<file path="config.mk">
export PLATFORM = sky130hd
export DESIGN_NAME = mp8_control_unit
export DESIGN_NICKNAME = d
export VERILOG_FILES = /design/src/rtl/mp8_control_unit.sv
export SDC_FILE = /design/constraint.sdc
export NUM_CORES = 1
export LEC_CHECK = 0
export BUFFER_PORTS_ARGS = -buffer_cell sky130_fd_sc_hd__buf_4
export CORE_MARGIN = 2
export CORE_UTILIZATION = 45
export DETAILED_ROUTE_END_ITERATION = 7
export PLACE_DENSITY = 0.79
export SLEW_MARGIN = 20
export SYNTH_ARGS = -nofsm -noshare
export SYNTH_HDL_FRONTEND = slang
export SYNTH_SLANG_ARGS = --single-unit
</file>
<file path="constraint.sdc">
create_clock -name i_clk -period 1.9 [get_ports i_clk]
set_clock_uncertainty 0.2 [all_clocks]
set_input_delay 0.095 -clock i_clk [delete_from_list [all_inputs] [get_ports i_clk]]
set_output_delay 0.095 -clock i_clk [all_outputs]
set_load 0.02 [all_outputs]
</file>
<file path="src/rtl/mp8_control_unit.sv">
// Multicycle fetch/decode/execute sequencer for the 8-bit accumulator datapath.
// Owns PC and IR; every datapath strobe is decoded from the state and IR registers.
module mp8_control_unit #(
  parameter int PC_W = 4
) (
  input  logic            i_clk,
  input  logic            i_rst,
  input  logic            i_start,
  input  logic [7:0]      i_instr,
  input  logic            i_zero_flag,
  output logic [PC_W-1:0] o_pc,
  output logic [7:0]      o_ir,
  output logic            o_imem_rd,
  output logic [3:0]      o_mem_addr,
  output logic            o_mem_rd,
  output logic            o_mem_we,
  output logic [2:0]      o_alu_op,
  output logic            o_acc_we,
  output logic            o_illegal_op,
  output logic            o_halted,
  output logic [2:0]      o_state
);

  // state | meaning: IDLE wait start, FETCH ir<=instr, DECODE pc+1, EXEC act on opcode, WB acc load, HALT stop
  typedef enum logic [2:0] {
    S_IDLE   = 3'd0,
    S_FETCH  = 3'd1,
    S_DECODE = 3'd2,
    S_EXEC   = 3'd3,
    S_WB     = 3'd4,
    S_HALT   = 3'd5
  } state_t;

  state_t          r_state, w_state_nxt;
  logic [PC_W-1:0] r_pc, w_pc_nxt;
  logic [7:0]      r_ir, w_ir_nxt;
  logic [3:0]      w_opcode;
  logic [PC_W-1:0] w_target;
  logic [2:0]      w_alu_mem;

  assign w_opcode = r_ir[7:4];
  assign w_target = PC_W'(r_ir[3:0]);

  // ALU select for memory-operand instructions; shared by EXEC and WB so it holds across both
  always_comb begin
    w_alu_mem = 3'b000;
    case (w_opcode)
      4'h3:    w_alu_mem = 3'b001;
      4'h4:    w_alu_mem = 3'b010;
      4'h5:    w_alu_mem = 3'b011;
      4'h6:    w_alu_mem = 3'b100;
      default: w_alu_mem = 3'b000;
    endcase
  end

  always_ff @(posedge i_clk) begin
    if (i_rst) begin
      r_state <= S_IDLE;
      r_pc    <= '0;
      r_ir    <= '0;
    end else begin
      r_state <= w_state_nxt;
      r_pc    <= w_pc_nxt;
      r_ir    <= w_ir_nxt;
    end
  end

  always_comb begin
    w_state_nxt  = r_state;
    w_pc_nxt     = r_pc;
    w_ir_nxt     = r_ir;
    o_imem_rd    = 1'b0;
    o_mem_addr   = 4'h0;
    o_mem_rd     = 1'b0;
    o_mem_we     = 1'b0;
    o_alu_op     = 3'b000;
    o_acc_we     = 1'b0;
    o_illegal_op = 1'b0;
    o_halted     = 1'b0;
    case (r_state)
      S_IDLE: begin
        if (i_start) w_state_nxt = S_FETCH;
      end
      S_FETCH: begin
        o_imem_rd   = 1'b1;
        w_ir_nxt    = i_instr;
        w_state_nxt = S_DECODE;
      end
      S_DECODE: begin
        w_pc_nxt    = r_pc + PC_W'(1);
        w_state_nxt = S_EXEC;
      end
      S_EXEC: begin
        o_mem_addr  = r_ir[3:0];
        w_state_nxt = S_FETCH;
        case (w_opcode)
          4'h0: ;
          4'h1, 4'h3, 4'h4, 4'h5, 4'h6: begin
            o_mem_rd    = 1'b1;
            o_alu_op    = w_alu_mem;
            w_state_nxt = S_WB;
          end
          4'h2: o_mem_we = 1'b1;
          4'h7: begin
            o_alu_op = 3'b101;
            o_acc_we = 1'b1;
          end
          4'h8: w_pc_nxt = w_target;
          4'h9: begin
            if (i_zero_flag) w_pc_nxt = w_target;
          end
          4'hF: w_state_nxt = S_HALT;
          default: o_illegal_op = 1'b1;
        endcase
      end
      S_WB: begin
        o_mem_addr  = r_ir[3:0];
        o_mem_rd    = 1'b1;
        o_alu_op    = w_alu_mem;
        o_acc_we    = 1'b1;
        w_state_nxt = S_FETCH;
      end
      S_HALT: begin
        o_halted = 1'b1;
      end
      default: w_state_nxt = S_IDLE;
    endcase
  end

  assign o_pc    = r_pc;
  assign o_ir    = r_ir;
  assign o_state = r_state;

endmodule
</file>
==> flow_metrics.py <==
metrics = {
    "setup_path": {
        "crit_fanout": 6,
        "cp.arrival_ns": 1.55,
        "start_kind": "flop",
        "cp.required_ns": 1.60,
        "end_kind": "output pin",
        "path_class": "reg -> out",
    },
    "sta": {
        "period_share": 0.969,
        "layout_min_cycle_time_ns": 1.84,
        "finalSetupViolations": 0,
        "slew_headroom": 0.748,
        "fin_hold_ws_ns": 0.114,
        "slew_viol_final": 0,
        "tightest_slew_ns": 0.377,
        "finalHoldViolCount": 0,
        "totalNegativeSetupSlack_ns": 0,
        "timing.fmax_mhz": 543,
    },
    "final_layout": {
        "layout_common_cells": "buf_4, nor2_1, dlygate4sd3_1, dfxtp_1",
        "drive_above_1_share": 0.415,
        "area_growth_pct": 51.5,
        "n_fill_cell": 172,
        "antenna_cells": 0,
        "nets": 178,
        "final_common_cell": "buf_4",
    },
    "synthesis": {
        "synth_nets": 129,
        "seq_area_frac_synth": 0.323,
        "syn_area_per_cell_um2": 8.02,
        "syn-instance-count": 116,
        "synth_area_um2": 931,
        "yosysWarnings": 0,
        "netlist-cell-type-count": 34,
        "ys_ff_latch": 15,
    },
    "grt": {
        "grt_pass1_vias": 917,
        "grt_pass1_wl_um": 3930,
        "antenna_found_initial": 0,
        "overflow": 0,
        "grt_max_degree": 15,
        "grt_use_total": 0.201,
    },
    "outcome": {
        "status": "finished, final reports clean",
    },
    "routing": {
        "wire_per_inst_um": 12.6,
        "finalWirelength_um": 2420,
        "num_vias": 1023,
        "via_per_inst": 5.36,
        "firstDrtPassIters": 4,
        "drtIter0Drc": 19,
        "drc": 0,
        "ant_nets": 0,
    },
    "power_and_ir_drop": {
        "p_switching_uw": 631,
        "irDropWorstVdd_mv": 0.605,
        "clockPowerShare": 0.124,
        "internal-power_uw": 843,
        "leakagePower_nw": 0.610,
        "total_power_mw": 1.47,
        "power_frac_comb": 0.523,
        "p_seq_frac": 0.353,
        "powerDensity_nw_per_um2": 1050,
        "power.share.switching": 0.428,
    },
    "flow_run": {
        "drv_cap": 0,
    },
    "cts": {
        "cts_sinks": 15,
        "h-tree-depth": 1,
        "worstSkewPairLatency_ns": 0.28,
        "clockRootBuffer": "clkbuf_4",
        "cts.clk_slew.worst_paths_ns": 0.09,
        "numCtsBuffers": 3,
        "tritoncts": "built",
        "clockBufferDepth": 2,
    },
    "placed_design": {
        "place.detailed.hpwl_um": 1790,
        "port_buffers": 39,
        "place.gp.congestion": 0.830,
    },
    "floorplanning": {
        "initial_utilization": 0.474,
        "pin_count": 40,
        "die_w_um": 49.5,
        "coreArea_um2": 1960,
        "die_y_um": 49.5,
        "die-area_um2": 2450,
        "num_rows": 16,
    },
    "hold_path": {
        "hold_path.class": "in -> reg",
    },
}
cell type report:
class,count,area [um^2],area share
clock buffers,3,22.5,0.0160
clock inverters,1,5.00,0.00355
inverters,2,7.51,0.00532
multi-input cells,90,608,0.431
flip-flops and latches,15,313,0.222
well taps,27,33.8,0.0240
repair buffers,53,420,0.298
path summary, 6_finish.rpt:
kind,depth (start not counted),end,from,slack [ns]
setup / recovery,5,o_alu_op[0],o_state[1],0.06
hold / removal,5,o_state[0],i_start,0.11
setup reg to reg,4,o_state[0],o_ir[6],0.36
hold reg to reg,1,o_state[1],o_state[2],0.28
registers in the layout, indices dropped and copies added (netlist names):
name / flops
o_ir: 8
o_pc: 4
o_state: 3
cell usage after synthesis:
| cell type | number | area, um^2 |
|---|---|---|
| a211oi_1 | 3 | 22.5 |
| a211oi_2 | 1 | 12.5 |
| a21oi_1 | 7 | 35.0 |
| a21oi_2 | 1 | 8.76 |
| a31oi_1 | 2 | 12.5 |
| and2_1 | 1 | 6.26 |
| and2b_1 | 1 | 7.51 |
| and3_1 | 3 | 18.8 |
| and3_4 | 1 | 11.3 |
| buf_2 | 5 | 25.0 |
| buf_6 | 3 | 33.8 |
| clkbuf_1 | 1 | 3.75 |
| dfxtp_1 | 15 | 300 |
| ha_1 | 1 | 12.5 |
| inv_1 | 2 | 7.51 |
| mux2i_1 | 8 | 80.1 |
| nand2_1 | 4 | 15.0 |
| nand2b_1 | 8 | 50.1 |
| nand3_1 | 4 | 20.0 |
| nand4_1 | 1 | 6.26 |
| nor2_1 | 16 | 60.1 |
| nor2b_1 | 5 | 31.3 |
| nor3_1 | 6 | 30.0 |
| nor3b_1 | 1 | 7.51 |
| nor4_1 | 1 | 6.26 |
| nor4b_1 | 1 | 8.76 |
| o211a_1 | 1 | 10.0 |
| o21a_1 | 1 | 7.51 |
| o21ai_0 | 7 | 35.0 |
| o221a_2 | 1 | 11.3 |
| o31ai_1 | 1 | 7.51 |
| or2_2 | 1 | 6.26 |
| or3_4 | 1 | 11.3 |
| xnor2_1 | 1 | 8.76 |
layer usage:
layer / vias up / global-route usage / part of all wire
met5: - / 0 / 0
met2: 28 / 0.360 / 0.51
met4: 0 / 0.0741 / 0.011
met1: 484 / 0.246 / 0.44
li1: 507 / - / -
met3: 4 / 0.0212 / 0.042
power by group through the flow:
| stage | Combinational (mW) | Sequential [mW] | Clock (mW) |
|---|---|---|---|
| 6_report | 0.771 | 0.520 | 0.182 |
| 3_5_place_dp | 0.733 | 0.511 | 0 |
| 3_3_place_gp | 0.712 | 0.504 | 0 |
| 4_1_cts | 0.753 | 0.505 | 0.189 |
| 5_1_grt | 0.838 | 0.539 | 0.201 |
| 2_1_floorplan | 0.468 | 0.538 | 0 |
repair_timing:
item,in CTS,in global routing
setup buffers,0,1
setup endpoints to repair,4,10
pin swaps,0,1
endpoints found under the hold margin,13,0
resized for setup,5,12
hold buffers,9,0
stage by stage:
stage	utilization	cells	cell area (um^2)	setup WS [ns]
after floorplan	-	116	937	0.0214
after global placement	0.630	177	1240	0.295
after detailed placement	0.630	177	1240	0.235
after CTS	0.695	190	1360	-0.0215
after global routing	0.719	191	1410	-0.0115
final	0.719	191	1410	0.0596
cells by family after synthesis:
family | count (synthesis) | synth area share
AND/OR/NAND/NOR | 55 | 0.319
buffers and inverters | 11 | 0.0753
AO/OA/AOI/OAI | 25 | 0.175
multiplexers | 8 | 0.0860
adder cells (fa/ha/maj) | 1 | 0.0134
XOR/XNOR | 1 | 0.00941
flip-flops | 15 | 0.323
worst max-delay path: stages (launching register included):
cell	delay (ns)
dfxtp_4	0.37
and2b_2	0.26
nor2b_4	0.20
nand2_1	0.09
a211oi_2	0.19
buf_4	0.17
Power figures use the tool's default switching activity.
